===== src/rtl/wash_pkg.sv =====
// Shared phase codes, default phase lengths and mode/phase helpers
// for the washing-machine programme sequencer.
package wash_pkg;

    localparam logic [2:0] PH_IDLE  = 3'd0;
    localparam logic [2:0] PH_WASH  = 3'd1;
    localparam logic [2:0] PH_RINSE = 3'd2;
    localparam logic [2:0] PH_SPIN  = 3'd3;
    localparam logic [2:0] PH_DONE  = 3'd4;

    localparam logic [7:0] WASH_T_DEF  = 8'd20;
    localparam logic [7:0] RINSE_T_DEF = 8'd10;
    localparam logic [7:0] SPIN_T_DEF  = 8'd6;

    // Mask bits are {wash, rinse, spin}.
    function automatic logic [2:0] mode_mask(input logic [2:0] mode);
        logic [2:0] m;
        case (mode)
            3'd1:    m = 3'b100;
            3'd2:    m = 3'b110;
            3'd3:    m = 3'b011;
            3'd4:    m = 3'b010;
            3'd5:    m = 3'b001;
            default: m = 3'b111;
        endcase
        return m;
    endfunction

    // From IDLE this yields the first enabled phase.
    function automatic logic [2:0] next_phase(
        input logic [2:0] cur,
        input logic [2:0] mask
    );
        logic [2:0] n;
        n = PH_DONE;
        case (cur)
            PH_IDLE: begin
                if (mask[2])      n = PH_WASH;
                else if (mask[1]) n = PH_RINSE;
                else if (mask[0]) n = PH_SPIN;
            end
            PH_WASH: begin
                if (mask[1])      n = PH_RINSE;
                else if (mask[0]) n = PH_SPIN;
            end
            PH_RINSE: begin
                if (mask[0])      n = PH_SPIN;
            end
            default: n = PH_DONE;
        endcase
        return n;
    endfunction

endpackage


===== src/rtl/wash_sequencer_phase_timer.sv =====
// Loadable 8-bit down counter timing the current phase.
// Clear beats load beats decrement; it never wraps below zero.
module phase_timer (
    input  logic       clk,
    input  logic       rst_n,
    input  logic       clr_i,
    input  logic       load_i,
    input  logic [7:0] val_i,
    input  logic       dec_i,
    output logic [7:0] count_o,
    output logic       zero_next_o
);

    logic [7:0] cnt_q, cnt_d;

    always_comb begin
        cnt_d = cnt_q;
        if (clr_i)
            cnt_d = 8'd0;
        else if (load_i)
            cnt_d = val_i;
        else if (dec_i && cnt_q != 8'd0)
            cnt_d = cnt_q - 8'd1;
    end

    always_ff @(posedge clk or negedge rst_n) begin
        if (!rst_n)
            cnt_q <= 8'd0;
        else
            cnt_q <= cnt_d;
    end

    assign count_o     = cnt_q;
    assign zero_next_o = (cnt_q == 8'd1);

endmodule


===== src/rtl/wash_sequencer.sv =====
// Programme sequencer: IDLE -> enabled WASH/RINSE/SPIN phases -> DONE,
// with pause/resume, power-off abort and registered actuator enables.
module wash_sequencer
    import wash_pkg::*;
#(
    parameter logic [7:0] WASH_T  = WASH_T_DEF,
    parameter logic [7:0] RINSE_T = RINSE_T_DEF,
    parameter logic [7:0] SPIN_T  = SPIN_T_DEF
) (
    input  logic       clk,
    input  logic       reset,
    input  logic       power_led,
    input  logic       start_pause,
    input  logic [2:0] model_now,
    input  logic       tick_1s,
    output logic [2:0] phase,
    output logic [7:0] time_left,
    output logic       paused,
    output logic       water_valve,
    output logic       motor_on,
    output logic       spin_fast,
    output logic       drain_valve,
    output logic       if_finish
);

    logic [2:0] phase_q, phase_d;
    logic [2:0] mode_q, mode_d;
    logic       paused_q, paused_d;
    logic       fin_q, fin_d;
    logic       water_q, water_d;
    logic       motor_q, motor_d;
    logic       spin_q, spin_d;
    logic       t_clr, t_load, t_dec, t_zero_next;
    logic [7:0] t_val, t_count;

    function automatic logic [7:0] phase_len(input logic [2:0] ph);
        logic [7:0] l;
        case (ph)
            PH_WASH:  l = WASH_T;
            PH_RINSE: l = RINSE_T;
            PH_SPIN:  l = SPIN_T;
            default:  l = 8'd0;
        endcase
        return l;
    endfunction

    always_comb begin
        phase_d  = phase_q;
        mode_d   = mode_q;
        paused_d = paused_q;
        fin_d    = 1'b0;
        t_clr    = 1'b0;
        t_load   = 1'b0;
        t_dec    = 1'b0;
        t_val    = 8'd0;
        if (!power_led) begin
            phase_d  = PH_IDLE;
            paused_d = 1'b0;
            t_clr    = 1'b1;
        end else begin
            unique case (phase_q)
                PH_IDLE: begin
                    if (start_pause) begin
                        mode_d  = model_now;
                        phase_d = next_phase(PH_IDLE,
                                             mode_mask(model_now));
                        t_load  = 1'b1;
                        t_val   = phase_len(phase_d);
                    end
                end
                PH_WASH, PH_RINSE, PH_SPIN: begin
                    // A start_pause always swallows a same-cycle tick.
                    if (start_pause) begin
                        paused_d = !paused_q;
                    end else if (tick_1s && !paused_q) begin
                        if (t_zero_next) begin
                            phase_d = next_phase(phase_q,
                                                 mode_mask(mode_q));
                            if (phase_d == PH_DONE) begin
                                t_clr = 1'b1;
                                fin_d = 1'b1;
                            end else begin
                                t_load = 1'b1;
                                t_val  = phase_len(phase_d);
                            end
                        end else begin
                            t_dec = 1'b1;
                        end
                    end
                end
                default: begin
                    phase_d  = PH_IDLE;
                    paused_d = 1'b0;
                    t_clr    = 1'b1;
                end
            endcase
        end
    end

    always_comb begin
        water_d = (phase_d == PH_WASH || phase_d == PH_RINSE)
                  && !paused_d;
        motor_d = (phase_d == PH_WASH || phase_d == PH_RINSE ||
                   phase_d == PH_SPIN) && !paused_d;
        spin_d  = (phase_d == PH_SPIN) && !paused_d;
    end

    always_ff @(posedge clk or negedge reset) begin
        if (!reset) begin
            phase_q  <= PH_IDLE;
            mode_q   <= 3'd0;
            paused_q <= 1'b0;
            fin_q    <= 1'b0;
            water_q  <= 1'b0;
            motor_q  <= 1'b0;
            spin_q   <= 1'b0;
        end else begin
            phase_q  <= phase_d;
            mode_q   <= mode_d;
            paused_q <= paused_d;
            fin_q    <= fin_d;
            water_q  <= water_d;
            motor_q  <= motor_d;
            spin_q   <= spin_d;
        end
    end

    phase_timer u_timer (
        .clk         (clk),
        .rst_n       (reset),
        .clr_i       (t_clr),
        .load_i      (t_load),
        .val_i       (t_val),
        .dec_i       (t_dec),
        .count_o     (t_count),
        .zero_next_o (t_zero_next)
    );

    assign phase       = phase_q;
    assign time_left   = t_count;
    assign paused      = paused_q;
    assign water_valve = water_q;
    assign motor_on    = motor_q;
    assign spin_fast   = spin_q;
    assign drain_valve = spin_q;
    assign if_finish   = fin_q;

endmodule


===== config.mk =====
export PLATFORM = sky130hd
export DESIGN_NAME = wash_sequencer
export DESIGN_NICKNAME = d
export VERILOG_FILES = /design/src/rtl/wash_pkg.sv /design/src/rtl/wash_sequencer_phase_timer.sv /design/src/rtl/wash_sequencer.sv
export SDC_FILE = /design/constraint.sdc
export NUM_CORES = 1
export LEC_CHECK = 0
export CAP_MARGIN = 20
export CELL_PAD_IN_SITES_DETAIL_PLACEMENT = 1
export CELL_PAD_IN_SITES_GLOBAL_PLACEMENT = 2
export CORE_UTILIZATION = 32
export CTS_BUF_LIST = sky130_fd_sc_hd__clkbuf_2 sky130_fd_sc_hd__clkbuf_4 sky130_fd_sc_hd__clkbuf_8
export CTS_CLUSTER_DIAMETER = 150
export DETAILED_ROUTE_END_ITERATION = 10
export PLACE_DENSITY_LB_ADDON = 0.05
export SLEW_MARGIN = 10
export SYNTH_ARGS = -nofsm -noshare
export SYNTH_HDL_FRONTEND = slang
export SYNTH_SLANG_ARGS = --single-unit

===== constraint.sdc =====
create_clock -name clk -period 3.3 [get_ports clk]
set_clock_uncertainty 0.1 [all_clocks]
set_input_delay 0.99 -clock clk [delete_from_list [all_inputs] [get_ports clk]]
set_output_delay 0.99 -clock clk [all_outputs]
set_load 0.005 [all_outputs]

==> metrics.cfg <==
[run_status]
status = finished clean

[yosys]
synth_edf_count = 0
ys_ff_latch = 19
syn_area_per_cell_um2 = 8.60
yosys_warnings = 0
netlist_area_mm2 = 0.00144
seq_area_frac_synth_pct = 33.1
yosys.cell_types.count = 55
syn_nets = 179
synthCells = 167
synth_top_area_share_pct = 33.1
async_flop_share_pct = 100
synth_flop_cell = dfrtp_1
synth_top_area_cell = dfrtp_1
synth_area_leaders = dfrtp_1 33%, nor2_1 5.2%, ha_1 3.5%

[min_path]
hp-class = reg -> reg

[sta]
fin_crit_sh_pct = 87.6
slew_violations = 0
relSlewSlack_pct = 71.0
min_period_ns = 2.89
hold_viol = 0
rsz0062_at_grt = false
setup_viol = 0
tightest_slew_ns = 0.433
tns_ns = 0
fmaxAchievable_mhz = 346

[run]
maxCapViolCount = 0

[critical_path]
critPathBufInv = 2
critPathLaunch = start_pause
max_stage_delay_ns = 0.52
reg2reg_from = mode_q[2]
path_depth = 8
crit_type = in -> reg
cp_slowest_cell = clkdlybuf4s50_1
end_kind = flop
crit_fanout = 9
start_kind = input pin
crit_chain = clkdlybuf4s50_1, nor3b_2, buf_4, nand4_4, o31a_1, o22ai_1, a21oi_2, o21a_1
crit_arrival_ns = 2.95
critical_path_required_ns = 3.36
crit_family = compound AO/OA/AOI/OAI gates
ff2ff_setup_slack_ns = 0.56
cp-endpoint = motor_on
r2r-end = u_timer.count_o[2]
worst_r2r_path_depth = 8

[grt]
grt_use_total_pct = 19.4
grt_first_pass_wirelength_mm = 6.73
antenna_found_initial = 0
grt_pass1_vias = 1317
grt.overflow.total = 0
grt_max_degree = 20

[routing]
routed-via-count = 1349
drtIter0Drc = 53
drcViolationCount = 0
wl_per_cell_um = 16.9
routed_wl_mm = 4.14
drt.antenna.violating_nets = 0
dr.pass1.iters = 4
drt-vias-per-instance = 5.51

[die]
ios = 25
start_util_pct = 34.7
die_x_um = 69.0
die_y_um = 69.0
rows = 23
coreArea_mm2 = 0.00414
dieArea_mm2 = 0.00476

[placed_design]
io_buffers = 24
gp_congestion = 0.772
dpl.hpwl_mm = 3.19

[clock_tree]
clkTransAtPathRegs_ns = 0.07
post-cts-setup-buffer-count = 0
clock_latency_ns = 0.26
clk_path_buf_depth = 2
ctsResizeCount = 0
clockRootBuffer = clkbuf_8
cts_tree = built
clock-sinks = 19
numCtsBuffers = 3
htreeDepth = 1
cts_hold_buffers = 0

[pwr]
totalPowerFinal_mw = 0.718
peakVddDrop_mv = 0.232
cellPowerDensity_mw_per_mm2 = 398
leakage_nw = 0.746

[final_layout]
area_delta_synth_final_pct = 25.5
drive_above_1_share_pct = 9.74
nNetsFinal = 208
antenna_cells = 0

==> routing by layer <==
layer	vias to the layer above	global-route usage [%]	wire, um
li1	666	-	-
met1	645	26.4	2000
met2	34	31.7	1960
met3	4	3.45	145
met4	0	4.59	40
met5	-	0	0
==> worst min-delay path, cell delays in order, from the launching register on <==
cell	delay (ns)
dfrtp_1	0.40
xor2_1	0.08
nor2_1	0.07
==> cells in the mapped netlist, types with 2 or more instances <==
master,n
a221oi_1,3
buf_2,4
nand3_1,2
mux2_2,2
nand2b_1,6
nor2_1,20
o21ai_0,8
nor3_1,4
nor2b_1,2
o211a_1,3
o311a_1,2
dfrtp_1,19
o21a_1,3
clkbuf_1,2
ha_1,4
nand2_1,12
xnor2_1,4
o22ai_1,3
a211oi_1,2
o31a_1,2
a21oi_1,8
inv_1,10
o21ai_1,5
nor4_1,2
xor2_1,4
nor3b_1,2
==> kinds of logic (layout without fill, tap and decap cells) <==
kind of cell    count (synthesis)  count (layout)  synth area share [%]
fa+ha+maj                       4               4                  3.48
buf+inv                        18              46                  5.31
xor+xnor                        8               8                  4.88
mux                             4               4                  3.05
flops                          19              19                  33.1
compound gates                 52              52                  25.5
simple gates                   62              62                  24.7
==> sequential cells by signal (all words and copies together), names as in the netlist <==
register and cells:
water_valve 1, paused 1, if_finish 1, motor_on 1
drain_valve 1, phase 3, u_timer.count_o 8, mode_q 3
==> area by class of cell <==
| class | instances | area, um^2 |
|---|---|---|
| fill | 515 | 2340 |
| multi-input combinational | 130 | 885 |
| sequential | 19 | 475 |
| timing repair buffer | 31 | 293 |
| tap | 50 | 62.6 |
| clock buffer | 3 | 41.3 |
| inverter | 11 | 41.3 |
| clock inverter | 1 | 5.00 |
==> power breakdown <==
group          switching, mW  total [mW]  internal [mW]
sequential            0.0380       0.289          0.251
combinational          0.143       0.264          0.121
clock                 0.0810       0.165         0.0841
total                  0.262       0.718          0.457
==> how the worst min path moves through the flow <==
stage                  startpoint                  to  cells after the start
5_1_grt        u_timer.count_o[6]  u_timer.count_o[6]                      2
6_report       u_timer.count_o[6]  u_timer.count_o[6]                      2
3_3_place_gp   u_timer.count_o[7]  u_timer.count_o[7]                      2
4_1_cts        u_timer.count_o[6]  u_timer.count_o[6]                      2
3_5_place_dp   u_timer.count_o[6]  u_timer.count_o[6]                      2
2_1_floorplan  u_timer.count_o[7]  u_timer.count_o[7]                      2
==> metrics by stage <==
step / worst slack, ns / area, um^2 / hold WS [ns] / utilization, % / instances
after floorplan: 0.823 / 1440 / 0.448 / - / 167
after global placement: 0.137 / 1760 / 0.455 / 42.4 / 241
after detailed placement: 0.141 / 1760 / 0.473 / 42.4 / 241
after CTS: 0.419 / 1800 / 0.494 / 43.5 / 245
after global routing: 0.266 / 1800 / 0.505 / 43.5 / 245
final: 0.408 / 1800 / 0.482 / 43.5 / 245
==> placed cells by master (no fill, tap or decap), types with 3 or more instances in the layout <==
cell type / Yosys / routed
ha_1: 4 / 4
o21ai_1: 5 / 5
o22ai_1: 3 / 3
buf_4: 1 / 7
inv_1: 10 / 10
nor3_1: 4 / 4
o211a_1: 3 / 3
o21a_1: 3 / 3
nor2_1: 20 / 20
a221oi_1: 3 / 3
a21oi_1: 8 / 8
xnor2_1: 4 / 4
clkbuf_8: 0 / 3
dfrtp_1: 19 / 19
clkdlybuf4s50_1: 0 / 24
nand2_1: 12 / 12
o21ai_0: 8 / 8
nand2b_1: 6 / 6
xor2_1: 4 / 4
(Power assumes the default switching activity.)
==> edit 1: new RTL, same flow settings <==
Add an input register stage for `power_led`, `start_pause`, `model_now` and `tick_1s`, cleared by the reset; this delays them by one clock. Comments in the files are not updated.
--- a/src/rtl/wash_sequencer.sv
+++ b/src/rtl/wash_sequencer.sv
@@ -22,6 +22,25 @@
     output logic       drain_valve,
     output logic       if_finish
 );
+
+    logic power_led_q;
+    logic start_pause_q;
+    logic [2:0] model_now_q;
+    logic tick_1s_q;
+
+    always_ff @(posedge clk or negedge reset) begin
+        if (!reset) begin
+            power_led_q   <= '0;
+            start_pause_q <= '0;
+            model_now_q   <= '0;
+            tick_1s_q     <= '0;
+        end else begin
+            power_led_q   <= power_led;
+            start_pause_q <= start_pause;
+            model_now_q   <= model_now;
+            tick_1s_q     <= tick_1s;
+        end
+    end
 
     logic [2:0] phase_q, phase_d;
     logic [2:0] mode_q, mode_d;
@@ -53,26 +72,26 @@
         t_load   = 1'b0;
         t_dec    = 1'b0;
         t_val    = 8'd0;
-        if (!power_led) begin
+        if (!power_led_q) begin
             phase_d  = PH_IDLE;
             paused_d = 1'b0;
             t_clr    = 1'b1;
         end else begin
             unique case (phase_q)
                 PH_IDLE: begin
-                    if (start_pause) begin
-                        mode_d  = model_now;
+                    if (start_pause_q) begin
+                        mode_d  = model_now_q;
                         phase_d = next_phase(PH_IDLE,
-                                             mode_mask(model_now));
+                                             mode_mask(model_now_q));
                         t_load  = 1'b1;
                         t_val   = phase_len(phase_d);
                     end
                 end
                 PH_WASH, PH_RINSE, PH_SPIN: begin
                     // A start_pause always swallows a same-cycle tick.
-                    if (start_pause) begin
+                    if (start_pause_q) begin
                         paused_d = !paused_q;
-                    end else if (tick_1s && !paused_q) begin
+                    end else if (tick_1s_q && !paused_q) begin
                         if (t_zero_next) begin
                             phase_d = next_phase(phase_q,
                                                  mode_mask(mode_q));
Check against the original RTL: not equivalent (Yosys sat finds a counterexample within 4 cycles, from zero or initial values and one cycle with reset low).
==> edit 1 against the original RTL <==
Sequential power rose by 28%. Area after synthesis rose by 20%. Routed wire length rose by 3.4%. Fmax grew 2.8%. Synthesized cell count up 4.8%. Global-route usage decreased by 2.3 points. Setup slack better by 77 ps. Power rose by 19%. Highest routed layer unchanged. Largest cell class unchanged. Sequential cell count increased by 6. Cell area rose by 14%.
==> edit 1: results (changes against the original RTL) <==
totalWireLength_mm: 4.28  # +3.4%
yosys-top-cells-count: "25 x dfrtp_1, 15 x nor2_1, 10 x inv_1, 9 x nand2b_1"
drive_gt1_share_pct: 12.2  # +2.4 points
netlist_instances: 175  # +4.8%
track_usage_pct: 17.1  # -2.3 points
fillerInstances: 619  # +20%
cp-endpoint: "u_timer.count_o[3]$_DFFE_PN0P_"
grt_max_degree: 26  # +30%
firstDrtPassIters: 2  # -2
synth-seq-area-share_pct: 36.4  # +3.3 points
grt_pass1_vias: 1449  # +10%
final_area_um2: 2050  # +14%
worstPathMaxFanout: 10  # +1
period_needed_ps: 2810  # -77.5 ps
synth.area.top_cells: "dfrtp_1 36%, nand2b_1 3.3%, nor2_1 3.3%"
via_per_inst: 5.27  # -4.2%
slew_headroom_pct: 67.9  # -3.1 points
dp_slack_ps: 529  # +388 ps
dp_cells: 263  # +9.1%
crit_arrival_ps: 2880  # -70 ps
clk_pin_slew_worst_paths_ps: 90  # +20 ps
hp-start: "u_timer.count_o[5]$_DFFE_PN0P_"
layoutNonFillerInstCount: 267  # +9.0%
final_nets: 210  # +0.96%
outcome: "completed"
==> edit 1: cell count changes in the layout (fill, tap and decap cells not counted), sizes merged, moves of 3 or more <==
| cell | unedited run | this run |
|---|---|---|
| and4bb | 0 | 3 |
| o21ai | 13 | 10 |
| nand2 | 12 | 8 |
| nand2b | 6 | 10 |
| or2 | 0 | 6 |
| dfrtp | 19 | 25 |
| nor2 | 20 | 15 |
| mux2 | 3 | 6 |
| a21oi | 9 | 6 |
| buf | 7 | 1 |
==> edit 1: layout make-up <==
cell class | count | area share (%)
multi-input cells | 133 | 49.1
clock inverters | 1 | 0.244
clock buffers | 3 | 2.01
repair buffers | 25 | 12.1
well taps | 70 | 4.27
inverters | 10 | 1.83
flip-flops and latches | 25 | 30.5
==> edit 1: routing by layer <==
metal / wire length, um / vias to the layer above / track usage, %
met1: 2120 / 708 / 25.3
li1: - / 677 / -
met2: 2020 / 18 / 25.9
met5: 0 / - / 0
met3: 94 / 5 / 2.41
met4: 51 / 0 / 5.14
==> edit 1: cell families (layout without fill, tap and decap cells) <==
group / count (synthesis) / after routing / share of synthesized area [%]
xor+xnor: 7 / 7 / 3.57
mux: 8 / 8 / 5.10
flops: 25 / 25 / 36.4
simple gates: 69 / 69 / 25.6
buf+inv: 17 / 39 / 4.88
fa+ha+maj: 4 / 4 / 2.92
compound gates: 45 / 45 / 21.5
==> edit 1: worst max-delay path: stages (launching register included) <==
cell and delay (ps):
dfrtp_1 520, inv_1 80, ha_1 460, and4bb_1 230, a221o_1 330, nor3_4 280, o311ai_4 160, mux2_1 350
a32o_1 200
==> edit 2: new RTL, same settings <==
Made on the original files. Put a register stage on the output `time_left`, with the module's reset. The value now appears one clock later. The other outputs are not delayed to match.
--- a/src/rtl/wash_sequencer.sv
+++ b/src/rtl/wash_sequencer.sv
@@ -137,7 +137,13 @@
     );
 
     assign phase       = phase_q;
-    assign time_left   = t_count;
+    always_ff @(posedge clk or negedge reset) begin
+        if (!reset) begin
+            time_left <= '0;
+        end else begin
+            time_left <= t_count;
+        end
+    end
     assign paused      = paused_q;
     assign water_valve = water_q;
     assign motor_on    = motor_q;
Behaviour: not the same (a bounded check fails within 4 cycles, from zero or initial values and one cycle with reset low).
==> edit 2 against the original RTL <==
Clock power up 18%. Non-clock buffer count grew 1. Global-route usage down 1.4 points. Die area is 18% higher. Area after synthesis rose by 18%. Critical path depth is the same. Setup slack got worse by 190 ps. Power grew 26%. Combinational power is 18% higher. Cell area is 16% higher. Routed wire length grew 13%. Sequential share of layout area is 6.0 points higher. Sequential cell count rose by 8. Critical endpoint is now water_valve$_DFF_PN0_.
==> edit 2: results (changes against the original RTL) <==
syn-num-nets: 184  # +2.8%
hold_slack_ps: 334  # -149 ps
place_area_um2: 2040  # +16%
clock_latency_ps: 280  # +20 ps
hold_path_depth: 0  # -2
slew_headroom_pct: 65.7  # -5.4 points
grt_util_met1_pct: 23.8  # -2.6 points
yosys-top-cells-count: "27 x dfrtp_1, 20 x nor2_1, 12 x nand2_1, 8 x inv_1, 7 x o21ai_0"
dp_hpwl_mm: 3.64  # +14%
p_leak_nw: 0.850  # +14%
gp_congestion: 0.878  # +14%
max_stage_delay_ps: 540  # +20 ps
power_mw: 0.907  # +26%
drt-initial-drc-count: 24  # -55%
fillerInstances: 601  # +17%
hp-start: "u_timer.count_o[1]$_DFFE_PN0P_"
worstPathMaxFanout: 6  # -3
totalWireLength_mm: 4.67  # +13%
dp_slack_ps: -42.7  # -183 ps
swShare_pct: 35.5  # -0.94 points
comb_power_share_pct: 34.4  # -2.4 points
vias: 1453  # +7.7%
avgSynthCellArea_um2: 9.89  # +15%
r2r_end: "u_timer.count_o[3]$_DFFE_PN0P_"
outcome: "completed"
drive_gt1_share_pct: 17.4  # +7.7 points
clk_pin_slew_worst_paths_ps: 100  # +30 ps
[edit 2: cell count changes after synthesis, moves of 3 or more]
cell / unedited run / this run
o21ai_1: 5 / 2
o211a_1: 3 / 0
a21o_1: 1 / 4
xnor2_1: 4 / 1
a21oi_1: 8 / 5
dfrtp_1: 19 / 27
[edit 2: cells by family after synthesis]
kind of cell	share of synthesized area [%]
multiplexers	1.99
AND/OR/NAND/NOR	24.1
adder cells (fa/ha/maj)	2.94
buffers and inverters	4.85
flip-flops	39.7
XOR/XNOR	3.60
AO/OA/AOI/OAI	22.8
[edit 2: layout make-up]
type | instances | area, um^2 | share of cell area, %
Multi-Input combinational cell | 130 | 943 | 45.2
Sequential cell | 27 | 676 | 32.4
Timing Repair Buffer | 32 | 300 | 14.4
Tap cell | 70 | 87.6 | 4.20
Clock buffer | 3 | 41.3 | 1.98
Inverter | 8 | 30.0 | 1.44
Clock inverter | 1 | 7.51 | 0.360
[edit 2: worst max path at each step]
| stage | cells past startpoint | slack (ps) | end | from |
|---|---|---|---|---|
| 3_5_place_dp | 8 | -40 | water_valve$_DFF_PN0_ | model_now[1] |
| 6_report | 8 | 220 | water_valve$_DFF_PN0_ | model_now[1] |
| 3_3_place_gp | 8 | 100 | water_valve$_DFF_PN0_ | model_now[1] |
| 2_1_floorplan | 8 | 710 | water_valve$_DFF_PN0_ | model_now[2] |
| 5_1_grt | 8 | 130 | water_valve$_DFF_PN0_ | model_now[1] |
| 4_1_cts | 8 | 270 | water_valve$_DFF_PN0_ | model_now[1] |
[edit 2: routing by layer]
| metal | wire (um) | share of wire (%) |
|---|---|---|
| met1 | 2120 | 45 |
| met2 | 2410 | 52 |
| met4 | 52 | 1.1 |
| met5 | 0 | 0 |
| met3 | 77 | 1.6 |
